File: src/rtl/seven_seg_pkg.sv
// Shared definitions for the seven-segment digit decoder.
// Holds the active-high segment table, the all-off/all-lit constants,
// the segment-index enum and a polarity helper used by the top.
// No ports (package).
package seven_seg_pkg;

    // Segment bit positions inside a 7-bit pattern.
    typedef enum logic [2:0] {
        SEG_A = 3'd0,
        SEG_B = 3'd1,
        SEG_C = 3'd2,
        SEG_D = 3'd3,
        SEG_E = 3'd4,
        SEG_F = 3'd5,
        SEG_G = 3'd6
    } seg_idx_e;

    localparam logic [6:0] SEG_OFF_AH = 7'h00;
    localparam logic [6:0] SEG_ALL_AH = 7'h7F;

    // Active-high glyphs for 0-9, A, b, C, d, E, F (1 = segment lit).
    localparam logic [6:0] SEG_TABLE_AH [16] = '{
        7'h3F, 7'h06, 7'h5B, 7'h4F,
        7'h66, 7'h6D, 7'h7D, 7'h07,
        7'h7F, 7'h6F, 7'h77, 7'h7C,
        7'h39, 7'h5E, 7'h79, 7'h71
    };

    // Convert an active-high pattern to the drive polarity of the display.
    function automatic logic [6:0] seg_drive(input logic [6:0] ah, input bit active_low);
        return active_low ? ~ah : ah;
    endfunction

endpackage

File: src/rtl/seven_seg_decoder_lut.sv
// Combinational hex-to-segment lookup, active-high output.
// Ports:
//   nibble_i [3:0] : hex code 0x0-0xF
//   seg_o    [6:0] : active-high segment pattern, bit0 = seg a ... bit6 = seg g
module seven_seg_lut
    import seven_seg_pkg::*;
(
    input  logic [3:0] nibble_i,
    output logic [6:0] seg_o
);

    always_comb begin
        seg_o = SEG_TABLE_AH[nibble_i];
    end

endmodule

File: src/rtl/seven_seg_decoder.sv
// Registered hex-to-seven-segment decoder for one board display digit.
// One clock of latency from a/blank to result; result holds while en=0.
// Optional lamp test is enabled by defining SEVEN_SEG_LAMP_TEST_EN.
// Parameters:
//   ACTIVE_LOW : 1 = lit segment driven 0 (common anode), 0 = lit driven 1
// Ports:
//   clk       : system clock, rising edge
//   rst_n     : asynchronous active-low reset, forces all segments off
//   en        : load strobe
//   blank     : load all-off instead of the glyph for a
//   lamp_test : (SEVEN_SEG_LAMP_TEST_EN only) load all-lit, overrides en/blank
//   a [3:0]   : nibble to display
//   result[6:0]: segment pattern, bit0 = seg a ... bit6 = seg g
module seven_seg_decoder
    import seven_seg_pkg::*;
#(
    parameter bit ACTIVE_LOW = 1'b1
) (
    input  logic       clk,
    input  logic       rst_n,
    input  logic       en,
    input  logic       blank,
`ifdef SEVEN_SEG_LAMP_TEST_EN
    input  logic       lamp_test,
`endif
    input  logic [3:0] a,
    output logic [6:0] result
);

    logic [6:0] glyph_ah;
    logic [6:0] result_d;
    logic [6:0] result_q;

    seven_seg_lut u_lut (
        .nibble_i (a),
        .seg_o    (glyph_ah)
    );

    // Polarity is applied before the register so the flops hold display levels.
    always_comb begin
        result_d = result_q;
`ifdef SEVEN_SEG_LAMP_TEST_EN
        if (lamp_test) begin
            result_d = seg_drive(SEG_ALL_AH, ACTIVE_LOW);
        end else
`endif
        if (en) begin
            result_d = seg_drive(blank ? SEG_OFF_AH : glyph_ah, ACTIVE_LOW);
        end
    end

    always_ff @(posedge clk or negedge rst_n) begin
        if (!rst_n) begin
            result_q <= seg_drive(SEG_OFF_AH, ACTIVE_LOW);
        end else begin
            result_q <= result_d;
        end
    end

    assign result = result_q;

endmodule

File: config.mk
export PLATFORM = sky130hd
export DESIGN_NAME = seven_seg_decoder
export DESIGN_NICKNAME = d
export VERILOG_FILES = /design/src/rtl/seven_seg_pkg.sv /design/src/rtl/seven_seg_decoder_lut.sv /design/src/rtl/seven_seg_decoder.sv
export SDC_FILE = /design/constraint.sdc
export NUM_CORES = 1
export LEC_CHECK = 0
export ABC_AREA = 1
export CORE_AREA = 2 2 45 47
export DETAILED_ROUTE_END_ITERATION = 6
export DIE_AREA = 0 0 47 49
export MAX_ROUTING_LAYER = met4
export PLACE_DENSITY = 0.57
export SLEW_MARGIN = 5
export SYNTH_ARGS = -nofsm -noshare
export SYNTH_HDL_FRONTEND = slang
export SYNTH_SLANG_ARGS = --single-unit
File: constraint.sdc
create_clock -name clk -period 0.8 [get_ports clk]
set_input_delay 0.08 -clock clk [delete_from_list [all_inputs] [get_ports clk]]
set_output_delay 0.08 -clock clk [all_outputs]
set_load 0.01 [all_outputs]
Yosys cells after proc, flatten, opt, wreduce, memory -nomap -nowiden:

Memories as Yosys holds them, arrays and structs flattened.
Index checks and enable logic that the tools add are counted.

* mux-type cells: 3
* order comparisons: 1
* bitwise gates (word level): 2

Operators with widths (count)
* 2-to-1 mux 7 bit: 3
* inverter 7 bit: 1
* greater-or-equal comparator 5 bit, second input constant: 1
* inverter 4 -> 5 bit: 1

* memories: 1
* output and inout bits: 7
* register bits: 7
* bits in read-only memories: 112

Memory list
* (name not given): words 16, width 7, rd ports 1, clocked after Yosys merged registers in 0, wr ports 0, line seven_seg_decoder_lut.sv:13 `seg_o = SEG_TABLE_AH[nibble_i];`

Depth between registers and ports, before layout:

Gate-level depths: netlist of the first run.

* depth in word-level cells: 6
* gate-level depth with buffers: 8
* depth with buffers taken out: 8

By module:

Synthesis of the first run repeated with hierarchy kept, for this count alone.

* cells, all modules: 90
* area, all modules: 578.1 sq um

By module, submodules not included
* seven_seg_decoder: area an instance 307.8 sq um, cells an instance 38, sequential area each 183.9 sq um, times used 1
* seven_seg_lut: area an instance 270.3 sq um, cells an instance 52, sequential area each 0.0 sq um, times used 1

Worst setup path before layout of the first run:

No wires, ideal clock.

* kind: in2reg
* start: in a[0]
* end: reg result_q[3], in the netlist result[3]
* data required time: 0.742 ns
* path slack: 0.013 ns
* setup time: 0.058 ns
* stages: 7
* data arrival time: 0.729 ns
* buffers on the path: 0
* path through: inv_1 -> ha_1 -> nand2_1 -> nand3_1 -> nand3_1 -> nand2_1 -> inv_1

* longest elaborated chain between the ends: 6

Ends and longest elaborated chain
* from (decl): line seven_seg_decoder.sv:26 `input logic [3:0] a,`
* inverter 4 -> 5 bit (not written as such): line seven_seg_decoder_lut.sv:13
* memory (16 x 7 bit)
* 2-to-1 mux 7 bit (not written as such) (2 in a row): line seven_seg_decoder_lut.sv:13
* 2-to-1 mux 7 bit: line seven_seg_decoder.sv:48 `result_d = seg_drive(blank ? SEG_OFF_AH : glyph_ah, ACTIVE_LOW);`
* inverter 7 bit: line seven_seg_pkg.sv:31 `return active_low ? ~ah : ah;`
* to (signal assigned): line seven_seg_decoder.sv:54 `result_q <= seg_drive(SEG_OFF_AH, ACTIVE_LOW);`
* to (signal assigned): line seven_seg_decoder.sv:56 `result_q <= result_d;`
* to (decl): line seven_seg_decoder.sv:32 `logic [6:0] result_q;`

Every way passes these cells. The select of a mux whose other input is x is not followed.
A chain may end at the register's enable or synchronous reset.

Worst setup path after layout of the first run:

* start: reg result_q[5], in the netlist result[5]
* end: out result[5]

RTL lines
* to (decl): line seven_seg_decoder.sv:27 `output logic [6:0] result`

No word-level cell between the ends.

==> summary.md, run 1 <==
| Metric | Value |
|---|---|
| Status | complete, but fails checks |
| Failing checks | setup timing |
| Endpoint with the worst hold slack | result[6]$_DFFE_PN1P_ |
| Max-cap violations | 0 |
| Vias in the first global route | 547 |
| Post-Syn Instances | 70 |
| Skew final | 0 ns |
| Initial antenna violation count | 0 |
| CP arrival | 0.89 ns |
| Setup CP Type | reg2out |
| Initial DRT Pass Iterations | 4 |
| Final WL | 1330 µm |
| Worst setup EP type | primary output |
| Syn_nets | 84 |
| Origin of the worst min-delay path | a[1] |
| Max Fclk | 1.03 GHz |
| Post-Place Worst Slack | -0.569 ns |
| Fin crit period | 0.974 ns |
| Routed wire length per instance | 11.1 µm |
| Switching Fraction | 30.0% |
| Core ar. | 1840 µm² |
| Worst slew pin tran | 0.313 ns |
| Setup violators final | 7 |
| Total gr overflow | 0 |
| Peak supply drop | 1.11 mV |
| Netlist cell types | 16 |
| Average cell area after synthesis | 7.45 µm² |
| Total setup buffers inserted after CTS | 0 |
| Clk sinks | 7 |
| CTS root buffer | clkbuf_4 |
| Fin area | 820 µm² |
| YS warnings | 0 |
| Leakage power | 0.381 nW |
| Register area share after synthesis | 35.3% |
| Hold depth | 5 |
| CTS H-tree lvls | 1 |
| Crit-path max FO | 2 |
| R2r startpoint | result[1]$_DFFE_PN1P_ |
| Sw power | 0.000335 W |
| I/O pins | 15 |
| Clk network pwr share | 29.0% |
| Gate power share | 31.3% |
| Worst reg-to-reg setup slack | 0.04 ns |
| Die Ht | 49 µm |
| Routability congestion estimate | 0.819 |
| Placed Area | 729 µm² |
| Worst path cell trace | buf_6 |
| Final hold viol count | 0 |
| Pin count of the biggest net entering global routing | 9 |
| Hold/Removal Path Class | in2reg |
| Worst setup SP type | register |
| Seq cells post-synth | 7 |
| Netlist Area Pre-Place | 522 µm² |
| Flop pwr share | 39.7% |
| Cell Rows | 16 |
| All-Layer GR Usage | 13.0% |
| Remaining DRCs | 0 |
| Syn-to-layout area delta | 57.1% |
| Worst EP required | 0.72 ns |
| Post-DP HPWL | 897 µm |
| Final period util | 122% |
| Initial Util | 28.3% |
| Final WS setup | -0.174 ns |
| Cell-internal power | 0.000784 W |
| Worst rel slew slack | 79.1% |
| Die Wd | 47 µm |
| Critical path's largest stage delay | 0.54 ns |
| Layout cells sized above 1 | 46.2% |
| Hold-fix buffers, CTS | 0 |
| Initial DRC count | 7 |
| Setup TNS | -1.17 ns |
| WP buf/inv | 1 |
| First-pass GRT wire length | 2130 µm |
| Fin nets | 108 |
| Power per cell area | 1370 nW/µm² |
| Clock transition at path regs | 0.05 ns |
| Via count | 532 |
| Number of stages on the worst setup path | 1 |
| Slowest-stage cell, CP | dfstp_2 |
| ANT cells | 0 |
| Max FFs per register | 7 |
| CTS tree | built |
| RSZ-0062 raised after global routing | yes |
| Clk_lat worst skew | 0.26 ns |
| TritonCTS Buffers | 3 |
| Antenna viol nets, final | 0 |
| Post-DR vias/cell | 4.43 |
| Reg2reg path depth | 2 |
| Die area | 2300 µm² |
| Final Max Slew Viols | 0 |
| R2R Path End | result[1]$_DFFE_PN1P_ |
| Crit-path leading delay family | flip-flops |
| Max clock buf depth | 2 |
| Port Buffers | 14 |
[per-stage QoR]
step	instances	total power [W]	hold WS [ns]	util (%)
after floorplan	70	0.000582	-0.0678	-
after global placement	116	0.000751	0.486	39.6
after detailed placement	116	0.000752	0.480	39.6
after CTS	120	0.00111	0.301	43.4
after global routing	120	0.00121	0.242	44.5
final	120	0.00112	0.227	44.5
[placed cells by master (no fill, tap or decap), drive strengths merged]
cell	Yosys	routed
inv	11	11
ha	6	6
dlygate4sd2	0	2
nor2	6	6
clkinv	2	2
a21oi	4	4
clkdlybuf4s50	0	2
dfstp	7	7
o21ai	4	4
nand2	14	14
nand3	14	14
clkbuf	0	5
buf	1	15
or2	1	1
[final cells by class]
class                           count  area (µm²)
Clock buffer                        4        26.3
Tap cell                           27        33.8
Timing Repair Buffer               20         188
Fill cell                         201        1020
Sequential cell                     7         184
Inverter                           13        55.1
Multi-Input combinational cell     49         333
[routing by layer]
metal / vias to the layer above / GRT usage, % / routed length, µm
met5: - / - / 0
met4: 0 / 4.17 / 29
met3: 4 / 5.56 / 42
met2: 11 / 20.8 / 740
met1: 250 / 14.2 / 516
li1: 267 / - / -
[cell families after synthesis]
family / share of synthesized area, %
buffers and inverters: 11.7
AOI/OAI and AO/OA: 7.67
and+or+nand+nor: 30.9
adders and majority gates: 14.4
DFF: 35.3
[timing repair]
action	4_1_cts	5_1_grt
pin swaps	4	2
setup endpoints to repair	14	11
resized for setup	54	12
[cell usage after synthesis, drive strengths merged]
| library cell | number | area [µm²] |
|---|---|---|
| nand2 | 14 | 55.1 |
| buf | 1 | 11.3 |
| nand3 | 14 | 70.1 |
| nor2 | 6 | 30.0 |
| ha | 6 | 75.1 |
| inv | 11 | 41.3 |
| o21ai | 4 | 20.0 |
| clkinv | 2 | 8.75 |
| or2 | 1 | 6.26 |
| a21oi | 4 | 20.0 |
| dfstp | 7 | 184 |
[worst max-delay path by stage]
stage	to	slack [ns]	startpoint
final	result[5]	-0.17	result[5]$_DFFE_PN1P_
after global placement	result[3]$_DFFE_PN1P_	-0.56	a[0]
after global routing	result[6]	-0.21	result[6]$_DFFE_PN1P_
after detailed placement	result[3]$_DFFE_PN1P_	-0.57	a[0]
after floorplan	result[3]$_DFFE_PN1P_	0.01	a[0]
after CTS	result[5]	-0.18	result[5]$_DFFE_PN1P_
[power by group through the flow]
| stage | logic, W | clock network, W | registers [W] |
|---|---|---|---|
| floorplan | 0.000122 | 0 | 0.000460 |
| detailed placement | 0.000312 | 0 | 0.000441 |
| CTS | 0.000330 | 0.000336 | 0.000444 |
| finish | 0.000350 | 0.000325 | 0.000445 |
| global route | 0.000385 | 0.000378 | 0.000449 |
| global placement | 0.000310 | 0 | 0.000441 |
(Power assumes the default switching activity.)
==> inputs of run 2 (changes only) <==
--- a/config.mk
+++ b/config.mk
@@ -6,11 +6,12 @@
 export NUM_CORES = 1
 export LEC_CHECK = 0
 export ABC_AREA = 1
-export CORE_AREA = 2 2 45 47
+export CORE_AREA = 2 2 42 44
+export CTS_CLUSTER_SIZE = 25
 export DETAILED_ROUTE_END_ITERATION = 6
-export DIE_AREA = 0 0 47 49
+export DIE_AREA = 0 0 44 46
 export MAX_ROUTING_LAYER = met4
-export PLACE_DENSITY = 0.57
+export PLACE_DENSITY = 0.64
 export SLEW_MARGIN = 5
 export SYNTH_ARGS = -nofsm -noshare
 export SYNTH_HDL_FRONTEND = slang
==> run 2 against run 1 <==
Effect of this change: the flow still finishes with violations (setup timing); power fell by 0.83%; sequential power barely moved; clock power barely moved; setup slack got worse by 0.0014 ns; wire length fell by 15%; critical path depth did not move; critical endpoint is now result[0]; largest power group unchanged.
==> summary.md, run 2 (same netlist as run 1, synthesis figures left out) <==
| Metric | Value |
|---|---|
| Status | complete, but fails checks |
| Failing checks | setup timing |
| ANT cells | 0 (unchanged) |
| Hold WS | 0.225 ns (-0.00252 ns) |
| WP buf/inv | 1 (unchanged) |
| Core ar. | 1610 µm² (-12%) |
| Initial Util | 32.3% (+4.0 points) |
| Most common cell after layout, fill and taps aside | nand3_1 |
| Worst EP required | 0.72 ns (about the same) |
| Worst setup SP type | register |
| Fin nets | 111 (+2.8%) |
| Routed wire length per instance | 10.0 µm (-9.6%) |
| Max clock buf depth | 2 (unchanged) |
| Cell-internal power | 0.000781 W (-0.40%) |
| Cell Rows | 15 (-1) |
| Final WS setup | -0.175 ns (-0.00145 ns) |
| Final period util | 122% (+0.18 points) |
| CP arrival | 0.90 ns (about the same) |
| All-Layer GR Usage | 13.4% (+0.42 points) |
| Commonest non-fill, non-tap cells in the layout | nand3_1 (14), nand2_1 (12), buf_6 (10), dfstp_2 (7) |
| Max Fclk | 1.03 GHz (-0.15%) |
| Fin crit period | 0.975 ns (+0.00145 ns) |
| Worst path cell trace | buf_6 |
| CTS H-tree lvls | 1 (unchanged) |
| RSZ-0062 raised after global routing | yes |
| Crit-path leading delay family | flip-flops |
| Switching Fraction | 29.7% (-0.30 points) |
| Sw power | 0.000329 W (-1.8%) |
| Die Wd | 44 µm (-6.4%) |
| Antenna viol nets, final | 0 (unchanged) |
| I/O pins | 15 (unchanged) |
| Slowest-stage cell, CP | dfstp_2 |
| Post-DP HPWL | 892 µm (-0.60%) |
| Remaining DRCs | 0 (unchanged) |
| Max FFs per register | 7 (unchanged) |
| Vias in the first global route | 510 (-6.8%) |
| Worst rel slew slack | 78.1% (-0.95 points) |
| Die area | 2020 µm² (-12%) |
| Hold/Removal Path Class | in2reg |
| Layout Utilization | 48.9% (+4.4 points) |
| Setup CP Type | reg2out |
| Crit-path max FO | 2 (unchanged) |
| Skew final | 0 ns (unchanged) |
| Setup violators final | 8 (+1) |
| Flop pwr share | 40.0% (+0.3 points) |
| Worst setup EP type | primary output |
| First-pass GRT wire length | 1970 µm (-7.2%) |
| Final WL | 1130 µm (-15%) |
| Initial DRT Pass Iterations | 4 (unchanged) |
| Clk_lat worst skew | 0.25 ns (about the same) |
| Pin count of the biggest net entering global routing | 9 (unchanged) |
| Worst slew pin tran | 0.327 ns (+0.0142 ns) |
| Hold-fix buffers, CTS | 0 (unchanged) |
| Clock transition at path regs | 0.06 ns (about the same) |
| Routability congestion estimate | 0.775 (-5.4%) |
| TritonCTS Buffers | 3 (unchanged) |
| Total Power | 0.00111 W (-0.83%) |
| Non-Filler Instances | 113 (-5.8%) |
| Final Max Slew Viols | 0 (unchanged) |
| Leakage power | 0.389 nW (+2.3%) |
| Power per cell area | 1410 nW/µm² (+2.9%) |
| Clk sinks | 7 (unchanged) |
| Total gr overflow | 0 (unchanged) |
| Max-cap violations | 0 (unchanged) |
| Placed cell count | 106 (-8.6%) |
| Post-DR vias/cell | 4.72 (+6.4%) |
| Port Buffers | 14 (unchanged) |
| Via count | 533 (+0.19%) |
| Layout cells sized above 1 | 42.7% (-3.5 points) |
| Initial DRC count | 6 (-1) |
| Initial antenna violation count | 0 (unchanged) |
| Final hold viol count | 0 (unchanged) |
| CTS root buffer | clkbuf_4 |
| Peak supply drop | 0.971 mV (-12%) |
| Clk network pwr share | 29.4% (+0.4 points) |
| CTS tree | built |
| Gate power share | 30.6% (-0.7 points) |
| Critical path's largest stage delay | 0.54 ns (about the same) |
| Die Ht | 46 µm (-6.1%) |
| Setup TNS | -1.18 ns (-0.0137 ns) |
| Syn-to-layout area delta | 51.3% |
run 2: power groups by stage:
stage	Clock, W	Sequential [W]	Combinational (W)
after floorplan	0	0.000460	0.000122
after global placement	0	0.000440	0.000309
after detailed placement	0	0.000441	0.000310
after CTS	0.000342	0.000444	0.000321
after global routing	0.000360	0.000450	0.000376
final	0.000326	0.000444	0.000340
run 2: worst paths after layout:
check                           cells after the start               endpoint             startpoint  slack (ns)
worst max-delay path                                1              result[0]  result[0]$_DFFE_PN1P_       -0.18
worst min-delay path                                5  result[6]$_DFFE_PN1P_                   a[1]        0.22
worst max register to register                      3  result[0]$_DFFE_PN1P_  result[0]$_DFFE_PN1P_       -0.02
worst min register to register                      2  result[1]$_DFFE_PN1P_  result[1]$_DFFE_PN1P_        0.49
max in group asynchronous                           1  result[0]$_DFFE_PN1P_                  rst_n        0.42
min in group asynchronous                           1  result[6]$_DFFE_PN1P_                  rst_n        0.35
run 2: worst register-to-register path, delay by kind of cell (launching register included):
family,cells,cell delay [ns]
flip-flops,1,0.54
AND/OR/NAND/NOR,1,0.03
AO/OA/AOI/OAI,1,0.09
buffers and inverters,1,0.10
run 2: layout make-up:
type	count	area [µm²]
well taps	17	21.3
clock inverters	1	5.00
fillers	170	825
inverters	13	50.0
repair buffers	23	214
flip-flops and latches	7	184
multi-input cells	49	293
clock buffers	3	22.5
run 2: metrics by stage:
stage | cell area (µm²) | worst slack, ns
floorplan | 522 | 0.0128
global placement | 717 | -0.552
detailed placement | 717 | -0.586
CTS | 771 | -0.181
global route | 790 | -0.205
finish | 790 | -0.175
run 2: routing by layer:
| metal | GRT usage [%] | vias to the layer above | wire length [µm] |
|---|---|---|---|
| met5 | - | - | 0 |
| met3 | 3.57 | 0 | 29 |
| li1 | - | 273 | - |
| met4 | 3.64 | 0 | 0 |
| met1 | 16.5 | 251 | 508 |
| met2 | 21.8 | 9 | 593 |
run 2: what timing repair did:
item / CTS / global route
gates resized for setup: 46 / 9
pin swaps: 1 / 3
endpoints found under the setup margin: 14 / 13
hold endpoints to repair: 0 / 0
buffers inserted: 2 / 1
